### config.mk
export PLATFORM = sky130hd
export DESIGN_NAME = sdr_wb_arbiter
export DESIGN_NICKNAME = d
export VERILOG_FILES = /design/src/rtl/sdr_wb_arbiter_pkg.sv /design/src/rtl/sdr_wb_arb_hold_cnt.sv /design/src/rtl/sdr_wb_arbiter.sv
export SDC_FILE = /design/constraint.sdc
export NUM_CORES = 1
export LEC_CHECK = 0
export CORE_AREA = 2 2 119 121
export DETAILED_ROUTE_END_ITERATION = 6
export DIE_AREA = 0 0 121 123
export PLACE_DENSITY_LB_ADDON = 0.12
export SLEW_MARGIN = 20
export SYNTH_ARGS = -nofsm -noshare
export SYNTH_HDL_FRONTEND = slang
export SYNTH_SLANG_ARGS = --single-unit
### constraint.sdc
create_clock -name clk -period 3 [get_ports clk]
set_clock_uncertainty 0.2 [all_clocks]
set_input_delay 0.45 -clock clk [delete_from_list [all_inputs] [get_ports clk]]
set_output_delay 0.45 -clock clk [all_outputs]
set_load 0.01 [all_outputs]
### src/rtl/sdr_wb_arbiter_pkg.sv
// +----------------------------------------------------------------------------+
// | Module   : sdr_wb_arbiter_pkg                                               |
// | Purpose  : Wishbone cycle/burst encodings and arbiter state encodings.      |
// | Revision : 1.0 - initial release                                            |
// +----------------------------------------------------------------------------+
`default_nettype none

package sdr_wb_arbiter_pkg;

  localparam logic [2:0] C_CTI_CLASSIC    = 3'b000;
  localparam logic [2:0] C_CTI_INCR       = 3'b010;
  localparam logic [2:0] C_CTI_ENDOFBURST = 3'b111;

  localparam logic [1:0] C_BTE_LINEAR = 2'b00;
  localparam logic [1:0] C_BTE_BEAT4  = 2'b01;
  localparam logic [1:0] C_BTE_BEAT8  = 2'b10;
  localparam logic [1:0] C_BTE_BEAT16 = 2'b11;

  typedef enum logic [1:0] {
    ARB_IDLE = 2'd0,
    ARB_GNT0 = 2'd1,
    ARB_GNT1 = 2'd2
  } arb_state_t;

  // An ack on a classic or end-of-burst cycle closes a transfer, so the
  // grant may move without splitting a burst.
  function automatic logic is_boundary(input logic [2:0] cti);
    return (cti == C_CTI_CLASSIC) || (cti == C_CTI_ENDOFBURST);
  endfunction

endpackage

`default_nettype wire

### src/rtl/sdr_wb_arb_hold_cnt.sv
// +----------------------------------------------------------------------------+
// | Module   : sdr_wb_arb_hold_cnt                                              |
// | Purpose  : Saturating grant-hold counter with clear, enable, terminal flag. |
// | Revision : 1.0 - initial release                                            |
// +----------------------------------------------------------------------------+
`default_nettype none

module sdr_wb_arb_hold_cnt #(
  parameter int MAX_HOLD   = 64,
  parameter int HOLD_WIDTH = 7
) (
  input  logic clk,
  input  logic rst,
  input  logic i_clr,
  input  logic i_en,
  output logic o_terminal
);

  localparam logic [HOLD_WIDTH-1:0] C_MAX = HOLD_WIDTH'(MAX_HOLD);

  logic [HOLD_WIDTH-1:0] r_cnt;

  always_ff @(posedge clk or posedge rst) begin
    if (rst) begin
      r_cnt <= '0;
    end else if (i_clr) begin
      r_cnt <= '0;
    end else if (i_en && (r_cnt != C_MAX)) begin
      r_cnt <= r_cnt + 1'b1;
    end
  end

  assign o_terminal = (r_cnt == C_MAX);

endmodule

`default_nettype wire

### src/rtl/sdr_wb_arbiter.sv
// +----------------------------------------------------------------------------+
// | Module   : sdr_wb_arbiter                                                   |
// | Purpose  : Two-master Wishbone B3 arbiter in front of the SDR SDRAM ctrl.   |
// |            SDR_WB_ARB_RR_EN selects round-robin ties (else fixed priority). |
// | Revision : 1.0 - initial release                                            |
// +----------------------------------------------------------------------------+
`default_nettype none

module sdr_wb_arbiter
  import sdr_wb_arbiter_pkg::*;
#(
  parameter int ADR_WIDTH  = 24,
  parameter int MAX_HOLD   = 64,
  parameter int HOLD_WIDTH = 7
) (
  input  logic                 clk,
  input  logic                 rst,

  input  logic [31:0]          m0_dat_i,
  input  logic [ADR_WIDTH-1:0] m0_adr_i,
  input  logic [3:0]           m0_sel_i,
  input  logic [2:0]           m0_cti_i,
  input  logic [1:0]           m0_bte_i,
  input  logic                 m0_we_i,
  input  logic                 m0_cyc_i,
  input  logic                 m0_stb_i,
  output logic [31:0]          m0_dat_o,
  output logic                 m0_ack_o,

  input  logic [31:0]          m1_dat_i,
  input  logic [ADR_WIDTH-1:0] m1_adr_i,
  input  logic [3:0]           m1_sel_i,
  input  logic [2:0]           m1_cti_i,
  input  logic [1:0]           m1_bte_i,
  input  logic                 m1_we_i,
  input  logic                 m1_cyc_i,
  input  logic                 m1_stb_i,
  output logic [31:0]          m1_dat_o,
  output logic                 m1_ack_o,

  output logic [31:0]          s_dat_o,
  output logic [ADR_WIDTH-1:0] s_adr_o,
  output logic [3:0]           s_sel_o,
  output logic [2:0]           s_cti_o,
  output logic [1:0]           s_bte_o,
  output logic                 s_we_o,
  output logic                 s_cyc_o,
  output logic                 s_stb_o,
  input  logic [31:0]          s_dat_i,
  input  logic                 s_ack_i
);

  arb_state_t r_state;
  arb_state_t w_state_nxt;
  logic       w_hold_term;
  logic       w_hold_clr;
  logic       w_hold_en;
  logic       w_tie_gnt1;

`ifdef SDR_WB_ARB_RR_EN
  localparam logic C_PREEMPT_PORT0 = 1'b1;

  logic r_last_gnt;

  always_ff @(posedge clk or posedge rst) begin
    if (rst) begin
      r_last_gnt <= 1'b1;
    end else if ((r_state == ARB_GNT0) && (w_state_nxt != ARB_GNT0)) begin
      r_last_gnt <= 1'b0;
    end else if ((r_state == ARB_GNT1) && (w_state_nxt != ARB_GNT1)) begin
      r_last_gnt <= 1'b1;
    end
  end

  assign w_tie_gnt1 = ~r_last_gnt;
`else
  // Port 0 has fixed priority: it wins ties and is never pre-empted.
  localparam logic C_PREEMPT_PORT0 = 1'b0;

  assign w_tie_gnt1 = 1'b0;
`endif

  always_ff @(posedge clk or posedge rst) begin
    if (rst) begin
      r_state <= ARB_IDLE;
    end else begin
      r_state <= w_state_nxt;
    end
  end

  always_comb begin
    w_state_nxt = r_state;
    case (r_state)
      ARB_IDLE: begin
        if (m0_cyc_i && m1_cyc_i) begin
          w_state_nxt = w_tie_gnt1 ? ARB_GNT1 : ARB_GNT0;
        end else if (m0_cyc_i) begin
          w_state_nxt = ARB_GNT0;
        end else if (m1_cyc_i) begin
          w_state_nxt = ARB_GNT1;
        end
      end
      ARB_GNT0: begin
        if (!m0_cyc_i) begin
          w_state_nxt = m1_cyc_i ? ARB_GNT1 : ARB_IDLE;
        end else if (C_PREEMPT_PORT0 && w_hold_term && m1_cyc_i &&
                     s_ack_i && is_boundary(m0_cti_i)) begin
          w_state_nxt = ARB_GNT1;
        end
      end
      ARB_GNT1: begin
        if (!m1_cyc_i) begin
          w_state_nxt = m0_cyc_i ? ARB_GNT0 : ARB_IDLE;
        end else if (w_hold_term && m0_cyc_i && s_ack_i && is_boundary(m1_cti_i)) begin
          w_state_nxt = ARB_GNT0;
        end
      end
      default: w_state_nxt = ARB_IDLE;
    endcase
  end

  assign w_hold_clr = (w_state_nxt != r_state);
  assign w_hold_en  = (r_state != ARB_IDLE);

  sdr_wb_arb_hold_cnt #(
    .MAX_HOLD   (MAX_HOLD),
    .HOLD_WIDTH (HOLD_WIDTH)
  ) u_hold_cnt (
    .clk        (clk),
    .rst        (rst),
    .i_clr      (w_hold_clr),
    .i_en       (w_hold_en),
    .o_terminal (w_hold_term)
  );

  // Slave bus follows the registered grant; a pre-empted owner is thereby
  // cut off the slave until it is granted again.
  always_comb begin
    s_dat_o  = '0;
    s_adr_o  = '0;
    s_sel_o  = '0;
    s_cti_o  = C_CTI_CLASSIC;
    s_bte_o  = C_BTE_LINEAR;
    s_we_o   = 1'b0;
    s_cyc_o  = 1'b0;
    s_stb_o  = 1'b0;
    m0_ack_o = 1'b0;
    m1_ack_o = 1'b0;
    case (r_state)
      ARB_GNT0: begin
        s_dat_o  = m0_dat_i;
        s_adr_o  = m0_adr_i;
        s_sel_o  = m0_sel_i;
        s_cti_o  = m0_cti_i;
        s_bte_o  = m0_bte_i;
        s_we_o   = m0_we_i;
        s_cyc_o  = m0_cyc_i;
        s_stb_o  = m0_stb_i;
        m0_ack_o = s_ack_i;
      end
      ARB_GNT1: begin
        s_dat_o  = m1_dat_i;
        s_adr_o  = m1_adr_i;
        s_sel_o  = m1_sel_i;
        s_cti_o  = m1_cti_i;
        s_bte_o  = m1_bte_i;
        s_we_o   = m1_we_i;
        s_cyc_o  = m1_cyc_i;
        s_stb_o  = m1_stb_i;
        m1_ack_o = s_ack_i;
      end
      default: ;
    endcase
  end

  assign m0_dat_o = s_dat_i;
  assign m1_dat_o = s_dat_i;

endmodule

`default_nettype wire
==> results_dict.tcl, run 1 <==
set metrics [dict create \
    synthCells 307 \
    tightest_slew_ns 0.381 \
    clock_sinks 9 \
    critical_path.slowest_cell "clkdlybuf4s50_1" \
    relSlewSlack_pct 74.4 \
    synth_area_per_cell_sq_um 7.45 \
    core_area_sq_um 13600 \
    cts_buffers 3 \
    synth_area_sq_um 2290 \
    hold_path.class "input port to asynchronous set/reset pin" \
    grt_pass1_wl_mm 14.2 \
    cts-root-buf "clkbuf_16" \
    synth_edf_count 0 \
    hpwlAfterDp_mm 7.68 \
    drtPass1Iterations 4 \
    cp_max_fo 23 \
    fin_crit_sh_pct 95.5 \
    wl_per_cell_microns 15.9 \
    final_area_sq_um 4210 \
    setup_viol 0 \
    grt_pass1_vias 2526 \
    antenna_found_initial 0 \
    end_kind "output port" \
    core.rowCount 43 \
    report.final.slew_viol_count 0 \
    critical_path.cell_chain "inv_1 > ha_2 > buf_4 > a21boi_0 > clkdlybuf4s50_1" \
    syn-num-nets 484 \
    fin_util_pct 30.9 \
    vias 2605 \
    vdd_drop_max_mv 0.332 \
    setup-tns-final_ns 0 \
    gr-usage-met1_pct 14.9 \
    ys.flop_type "dfrtp_1" \
    detail-route-antenna-nets 0 \
    layout.nets 615 \
    seqCellArea_sq_um 228 \
    use_met3_pct 4.29 \
    insertion_delay_ns 0.24 \
    synth_async_sr_flop_share_pct 100 \
    worstSetupPathType "flop to output port" \
    fillCellCount 1474 \
    cts_tree "built" \
    met2_usage_pct 19.7 \
    cts_max_level 1 \
    rsz0062_at_grt "false" \
    drive_above_1_share_pct 6.41 \
    overflow 0 \
    gp_congestion 0.708 \
    ys_seq_area_share_pct 9.85 \
    grt_use_total_pct 12.0 \
    area_delta_synth_final_pct 84.1 \
    fmax_mhz 349 \
    period_needed_ns 2.86 \
    dieHeight_microns 123 \
    busiest_layer "met2" \
    cp-start-kind "flop" \
    drc 0 \
    routed_wl_mm 9.81 \
    ys_ff_latch 9 \
    clk_pin_slew_ns 0.04 \
    critical_path.max_stage_delay_ns 0.59 \
    die_w_microns 121 \
    arrival_ns 2.21 \
    cts_resized 0 \
    powerDensity_nw_per_um2 641 \
    grt_max_degree 47 \
    viasPerCell 4.22 \
    hold_violations 0 \
    cts_hold_buf 0 \
    post_cts_buffers 0 \
    p_leak_uw 0.00139 \
    status "finished clean" \
    yosysUniqueCellTypes 37 \
    dieArea_sq_um 14900 \
    dr.first_iter.drc_count 131 \
    io_pins 305 \
    start_util_pct 16.8 \
    port_buffers 208 \
    synth_warnings 0 \
    worst-endpoint-required_ns 2.35 \
    multi_input_area_sq_um 1460 \
    clk_path_buf_depth 2 \
    n_antenna_cell 0 \
    maxCapViolations 0 \
    postPlaceCellArea_sq_um 4130 \
]
[per-stage QoR]
stage | instances | worst slack [ns] | hold WS [ns] | power (uW)
floorplan | 307 | 0.563 | 0.0779 | 1490
detailed placement | 613 | 0.299 | 0.389 | 2480
global placement | 613 | 0.307 | 0.390 | 2500
global route | 617 | 0.0200 | 0.325 | 2940
CTS | 617 | 0.0145 | 0.288 | 2740
finish | 617 | 0.135 | 0.273 | 2700
[cells by family (layout without fill, tap and decap cells)]
logic type               Yosys count  in the layout  share of synthesized area [%]
XOR/XNOR                           5              5                           1.91
buffers and inverters             96            226                           26.5
AND/OR/NAND/NOR                  102            102                           26.9
flip-flops                         9              9                           9.85
multiplexers                       1              1                          0.492
AO/OA/AOI/OAI                     88             88                           31.1
adder cells (fa/ha/maj)            6              6                           3.28
[metal layers]
layer	up-vias	part of all wire [%]
met3	23	11
met2	151	46
li1	1279	-
met5	-	0
met1	1152	41
met4	0	1.8
[cell usage in the layout, fill, tap and decap left out, types with 2 or more instances in the layout]
cell type        count
clkdlybuf4s50_1    208
nor2b_1             68
a22oi_1             68
nor3_1              10
nand2_1              7
inv_1                7
dfrtp_1              7
a21oi_1              4
o21ai_0              4
nand3_1              4
xor2_1               4
buf_12               4
ha_2                 3
ha_1                 3
clkbuf_16            3
nand2b_1             2
a2111oi_4            2
nand4b_1             2
nor2_1               2
and2_1               2
buf_4                2
dfrtp_2              2
[cells in the mapped netlist (2+ instances only)]
master / count / share of area [%]
o21ai_0: 4 / 0.88
nand3_1: 4 / 0.88
xor2_1: 4 / 1.5
ha_1: 6 / 3.3
nand2_1: 7 / 1.1
dfrtp_1: 9 / 9.8
a21oi_1: 4 / 0.88
nor3_1: 10 / 2.2
nor2_1: 2 / 0.33
and2_1: 2 / 0.55
inv_1: 7 / 1.1
nor2b_1: 68 / 19
clkbuf_1: 22 / 3.6
a22oi_1: 68 / 22
nand4b_1: 2 / 0.77
a2111oi_4: 2 / 2.4
buf_4: 65 / 21
nand2b_1: 2 / 0.55
[power by group]
group	switching, uW	internal [uW]
clock network	64.3	178
logic	1030	1240
registers	43.3	147
[area by class of cell]
cell class	count	area share (%)
Clock buffer	4	1.87
Inverter	7	0.624
Multi-Input combinational cell	202	34.8
Sequential cell	9	5.41
Tap cell	180	5.35
Timing Repair Buffer	215	52.0
[path summary, 6_finish.rpt]
check | start | end | slack [ns] | cells past startpoint
setup / recovery | r_state[0] | s_cyc_o | 0.14 | 5
hold / removal | rst | u_hold_cnt.r_cnt[4] | 0.27 | 2
setup reg to reg | r_state[1] | u_hold_cnt.r_cnt[4] | 0.70 | 8
hold reg to reg | u_hold_cnt.r_cnt[6] | u_hold_cnt.r_cnt[6] | 0.41 | 2
max in group asynchronous | rst | r_state[0] | 2.05 | 2
min in group clk | u_hold_cnt.r_cnt[6] | u_hold_cnt.r_cnt[6] | 0.41 | 2
[sequential cells by signal (all words and copies together), names as in the netlist]
signal	flops
r_state	2
u_hold_cnt.r_cnt	7
[worst max-delay path, delay by kind of cell, from the launching register on]
family | cells | cell delay (ns)
compound gates | 1 | 0.24
fa+ha+maj | 1 | 0.36
buf+inv | 3 | 0.91
flops | 1 | 0.46
Note: power is estimated with default switching activity, not from simulation.
==> run 2, diff against run 1 <==
--- a/config.mk
+++ b/config.mk
@@ -8,6 +8,7 @@
 export CORE_AREA = 2 2 119 121
 export DETAILED_ROUTE_END_ITERATION = 6
 export DIE_AREA = 0 0 121 123
+export MAX_ROUTING_LAYER = met4
 export PLACE_DENSITY_LB_ADDON = 0.12
 export SLEW_MARGIN = 20
 export SYNTH_ARGS = -nofsm -noshare
==> results_dict.tcl, run 2 (synthesized netlist as in run 1, its figures left out) <==
set metrics [dict create \
    cp-start-kind "flop" \
    layout.cells.non_filler 617 \
    power.share.clock_pct 8.9 \
    port_buffers 208 \
    antenna_found_initial 0 \
    powerDensity_nw_per_um2 641 \
    maxCapViolations 0 \
    vias 2605 \
    multi_input_area_sq_um 1460 \
    end_kind "output port" \
    hold_path.class "input port to asynchronous set/reset pin" \
    cts_max_level 1 \
    viasPerCell 4.22 \
    cts_buffers 3 \
    cts-root-buf "clkbuf_16" \
    core.rowCount 43 \
    clk_path_buf_depth 2 \
    worst-endpoint-required_ns 2.35 \
    wl_per_cell_microns 15.9 \
    core_area_sq_um 13600 \
    report.final.slew_viol_count 0 \
    start_util_pct 16.8 \
    gp_congestion 0.716 \
    dp.cells 613 \
    final_area_sq_um 4210 \
    hold_violations 0 \
    clk_pin_slew_ns 0.04 \
    routed_wl_mm 9.80 \
    dieHeight_microns 123 \
    worstSetupPathType "flop to output port" \
    fmax_mhz 349 \
    relSlewSlack_pct 74.4 \
    area_delta_synth_final_pct 84.1 \
    cts_hold_buf 0 \
    grt_pass1_vias 2536 \
    postPlaceCellArea_sq_um 4130 \
    seqPwrFrac_pct 7.0 \
    power.internal_uw 1560 \
    drive_above_1_share_pct 6.41 \
    layout.nets 615 \
    largest-register "u_hold_cnt.r_cnt" \
    status "finished clean" \
    fin_crit_sh_pct 95.6 \
    die_w_microns 121 \
    insertion_delay_ns 0.24 \
    tightest_slew_ns 0.380 \
    rsz0062_at_grt "false" \
    seqCellArea_sq_um 228 \
    cp_max_fo 23 \
    n_antenna_cell 0 \
    vdd_drop_max_mv 0.333 \
    setup-tns-final_ns 0 \
    final_common_cell "clkdlybuf4s50_1" \
    io_pins 305 \
    dr.first_iter.drc_count 146 \
    hpwlAfterDp_mm 7.68 \
    cts_tree "built" \
    clock_sinks 9 \
    grt_pass1_wl_mm 14.2 \
    period_needed_ns 2.87 \
    drc 0 \
    grt_use_total_pct 12.3 \
    power_uw 2700 \
    pwr-share-comb_pct 84.0 \
    detail-route-antenna-nets 0 \
    drtPass1Iterations 4 \
    swShare_pct 42.2 \
    fillCellCount 1474 \
    largestRegisters "u_hold_cnt.r_cnt (7), r_state (2)" \
    p_leak_uw 0.00139 \
    largest_reg_flops 7 \
    setup_viol 0 \
    final_cell_mix "clkdlybuf4s50_1, nor2b_1, a22oi_1, nor3_1" \
    switching_power_uw 1140 \
    grt_max_degree 47 \
    arrival_ns 2.22 \
    overflow 0 \
    dieArea_sq_um 14900 \
]
==> run 2: cell counts in the layout (fill, tap and decap cells not counted) <==
Identical to the previous run, type by type.
==> run 2: critical path, cell delays in order, from the launching register on <==
cell and delay, ns:
dfrtp_2 0.46, inv_1 0.09, ha_2 0.35, buf_4 0.22, a21boi_0 0.24, clkdlybuf4s50_1 0.60
==> run 2: through the flow <==
| step | hold WS, ns | worst slack [ns] | util (%) |
|---|---|---|---|
| after floorplan | 0.0779 | 0.563 | - |
| after global placement | 0.390 | 0.307 | 30.3 |
| after detailed placement | 0.389 | 0.299 | 30.3 |
| after CTS | 0.288 | 0.0145 | 30.9 |
| after global routing | 0.326 | 0.0240 | 30.9 |
| final | 0.272 | 0.133 | 30.9 |
==> run 2: timing repair <==
action | CTS | global route
endpoints found under the setup margin | 0 | 11
buffers inserted | 0 | 0
gates resized for setup | 0 | 3
==> run 2: final timing paths <==
kind / to / slack, ns / start / depth (start not counted)
worst max-delay path: s_cyc_o / 0.13 / r_state[0] / 5
worst min-delay path: u_hold_cnt.r_cnt[4] / 0.27 / rst / 2
worst max register to register: u_hold_cnt.r_cnt[4] / 0.71 / r_state[1] / 8
worst min register to register: u_hold_cnt.r_cnt[6] / 0.41 / u_hold_cnt.r_cnt[6] / 2
max in group asynchronous: r_state[0] / 2.06 / rst / 2
min in group clk: u_hold_cnt.r_cnt[6] / 0.41 / u_hold_cnt.r_cnt[6] / 2
==> run 2: power by group through the flow <==
stage	combinational, uW	clock [uW]	sequential [uW]
final	2270	241	189
after global routing	2490	254	196
after CTS	2310	245	187
after detailed placement	2300	0	189
after global placement	2310	0	187
after floorplan	1310	0	176
==> run 2: metal layers <==
layer | wire length (microns) | track usage [%] | up-vias | share of wire (%)
li1 | - | - | 1277 | -
met1 | 4110 | 15.3 | 1150 | 42
met2 | 4590 | 19.8 | 154 | 47
met3 | 952 | 3.37 | 24 | 9.7
met4 | 149 | 3.20 | 0 | 1.5
met5 | 0 | - | - | 0
==> run 2: cell type report <==
| type | instances | area share [%] |
|---|---|---|
| Tap cell | 180 | 5.35 |
| Multi-Input combinational cell | 202 | 34.8 |
| Inverter | 7 | 0.624 |
| Clock buffer | 4 | 1.87 |
| Sequential cell | 9 | 5.41 |
| Timing Repair Buffer | 215 | 52.0 |
==> run 3, diff against run 2 <==
--- a/config.mk
+++ b/config.mk
@@ -9,7 +9,7 @@
 export DETAILED_ROUTE_END_ITERATION = 6
 export DIE_AREA = 0 0 121 123
 export MAX_ROUTING_LAYER = met4
-export PLACE_DENSITY_LB_ADDON = 0.12
+export PLACE_DENSITY = 0.68
 export SLEW_MARGIN = 20
 export SYNTH_ARGS = -nofsm -noshare
 export SYNTH_HDL_FRONTEND = slang
==> results_dict.tcl, run 3 (synthesized netlist as in run 1, its figures left out) <==
set metrics [dict create \
    cts-root-buf "clkbuf_16" \
    die_w_microns 121 \
    end_kind "output port" \
    tightest_slew_ns 0.400 \
    cp_max_fo 35 \
    powerDensity_nw_per_um2 634 \
    post_cts_buffers 0 \
    fillCellCount 1409 \
    final_common_cell "clkdlybuf4s50_1" \
    p_leak_uw 0.00141 \
    cts_buffers 3 \
    largestRegisters "u_hold_cnt.r_cnt (7), r_state (2)" \
    largest_reg_flops 7 \
    fin_util_pct 31.0 \
    viasPerCell 4.44 \
    hold_violations 0 \
    grt_pass1_vias 2614 \
    hpwlAfterDp_mm 7.51 \
    cts_hold_buf 0 \
    antenna_found_initial 0 \
    io_pins 305 \
    maxCapViolations 0 \
    overflow 0 \
    critical_path.max_stage_delay_ns 0.56 \
    drtPass1Iterations 4 \
    fin_crit_sh_pct 94.3 \
    seqCellArea_sq_um 228 \
    rsz0062_at_grt "false" \
    grt_use_total_pct 11.4 \
    n_antenna_cell 0 \
    cp-start-kind "flop" \
    dr.first_iter.drc_count 146 \
    status "finished clean" \
    routed_wl_mm 9.24 \
    worst-endpoint-required_ns 2.35 \
    grt_max_degree 42 \
    vias 2737 \
    arrival_ns 2.18 \
    layout.nets 615 \
    largest-register "u_hold_cnt.r_cnt" \
    dieHeight_microns 123 \
    final_cell_mix "clkdlybuf4s50_1, nor2b_1, a22oi_1, nor3_1" \
    core.rowCount 43 \
    setup_viol 0 \
    detail-route-antenna-nets 0 \
    report.final.slew_viol_count 0 \
    period_needed_ns 2.83 \
    insertion_delay_ns 0.23 \
    core_area_sq_um 13600 \
    cts_max_level 1 \
    dieArea_sq_um 14900 \
    relSlewSlack_pct 73.1 \
    hold_path.class "input port to asynchronous set/reset pin" \
    start_util_pct 16.8 \
    critical_path.slowest_cell "clkdlybuf4s50_1" \
    wl_per_cell_microns 15.0 \
    area_delta_synth_final_pct 84.4 \
    fmax_mhz 353 \
    clock_sinks 9 \
    critical_path.cell_chain "inv_1 > ha_2 > buf_12 > a22oi_1 > nor2b_1 > clkdlybuf4s50_1" \
    whs_ns 0.291 \
    drive_above_1_share_pct 6.41 \
    clk_path_buf_depth 2 \
    cts_tree "built" \
    grt_pass1_wl_mm 13.1 \
    gp_congestion 0.822 \
    setup-tns-final_ns 0 \
    vdd_drop_max_mv 0.284 \
    worstSetupPathType "flop to output port" \
    clk_pin_slew_ns 0.04 \
    port_buffers 208 \
    drc 0 \
    multi_input_area_sq_um 1460 \
]
## run 3: cell count changes in the layout (fill, tap and decap cells not counted), sizes merged
| cell | change |
|---|---|
| clkdlybuf4s50 | -1 |
| dlymetal6s2s | +1 |
## run 3: final timing paths
path,startpoint,depth (start not counted),slack (ns),to
max,r_state[1],6,0.17,s_stb_o
min,rst,2,0.29,u_hold_cnt.r_cnt[4]
max reg2reg,u_hold_cnt.r_cnt[2],5,0.76,u_hold_cnt.r_cnt[6]
min reg2reg,u_hold_cnt.r_cnt[4],2,0.42,u_hold_cnt.r_cnt[4]
max in group asynchronous,rst,2,2.04,r_state[1]
min in group clk,u_hold_cnt.r_cnt[4],2,0.42,u_hold_cnt.r_cnt[4]
## run 3: final cells by class
cell class / instances / share of cell area (%)
Multi-Input combinational cell: 202 / 34.7
Tap cell: 180 / 5.34
Clock buffer: 4 / 1.87
Sequential cell: 9 / 5.40
Timing Repair Buffer: 215 / 52.0
Inverter: 7 / 0.623
## run 3: power breakdown
part           switching (uW)  internal (uW)  total, uW
sequential               40.9            147        188
combinational            1020           1240       2250
clock                    54.6            177        232
total                    1110           1560       2670
## run 3: per-stage QoR
| stage | cells | cell area (sq um) | power (uW) | setup WS [ns] |
|---|---|---|---|---|
| 3_3_place_gp | 613 | 4130 | 2410 | 0.347 |
| 2_1_floorplan | 307 | 2290 | 1490 | 0.563 |
| 3_5_place_dp | 613 | 4130 | 2460 | 0.269 |
| 6_report | 617 | 4220 | 2670 | 0.171 |
| 4_1_cts | 617 | 4200 | 2700 | 0.00546 |
| 5_1_grt | 617 | 4220 | 2890 | 0.0436 |
## run 3: critical path, delay by kind of cell, from the launching register on
family	cells	cell delay [ns]
buffers and inverters	3	0.90
adder cells (fa/ha/maj)	1	0.30
AND/OR/NAND/NOR	1	0.14
flip-flops	1	0.45
AO/OA/AOI/OAI	1	0.14
## run 3: what timing repair did
item / CTS / global route
setup endpoints to repair: 0 / 42
hold endpoints to repair: 0 / 0
gates resized for setup: 0 / 5
## run 3: per-layer routing
layer | vias to the layer above | routed length, microns | track usage (%)
met5 | - | 0 | -
met4 | 0 | 362 | 4.87
met3 | 46 | 957 | 2.77
met2 | 165 | 4610 | 20.8
met1 | 1245 | 3310 | 11.7
li1 | 1281 | - | -
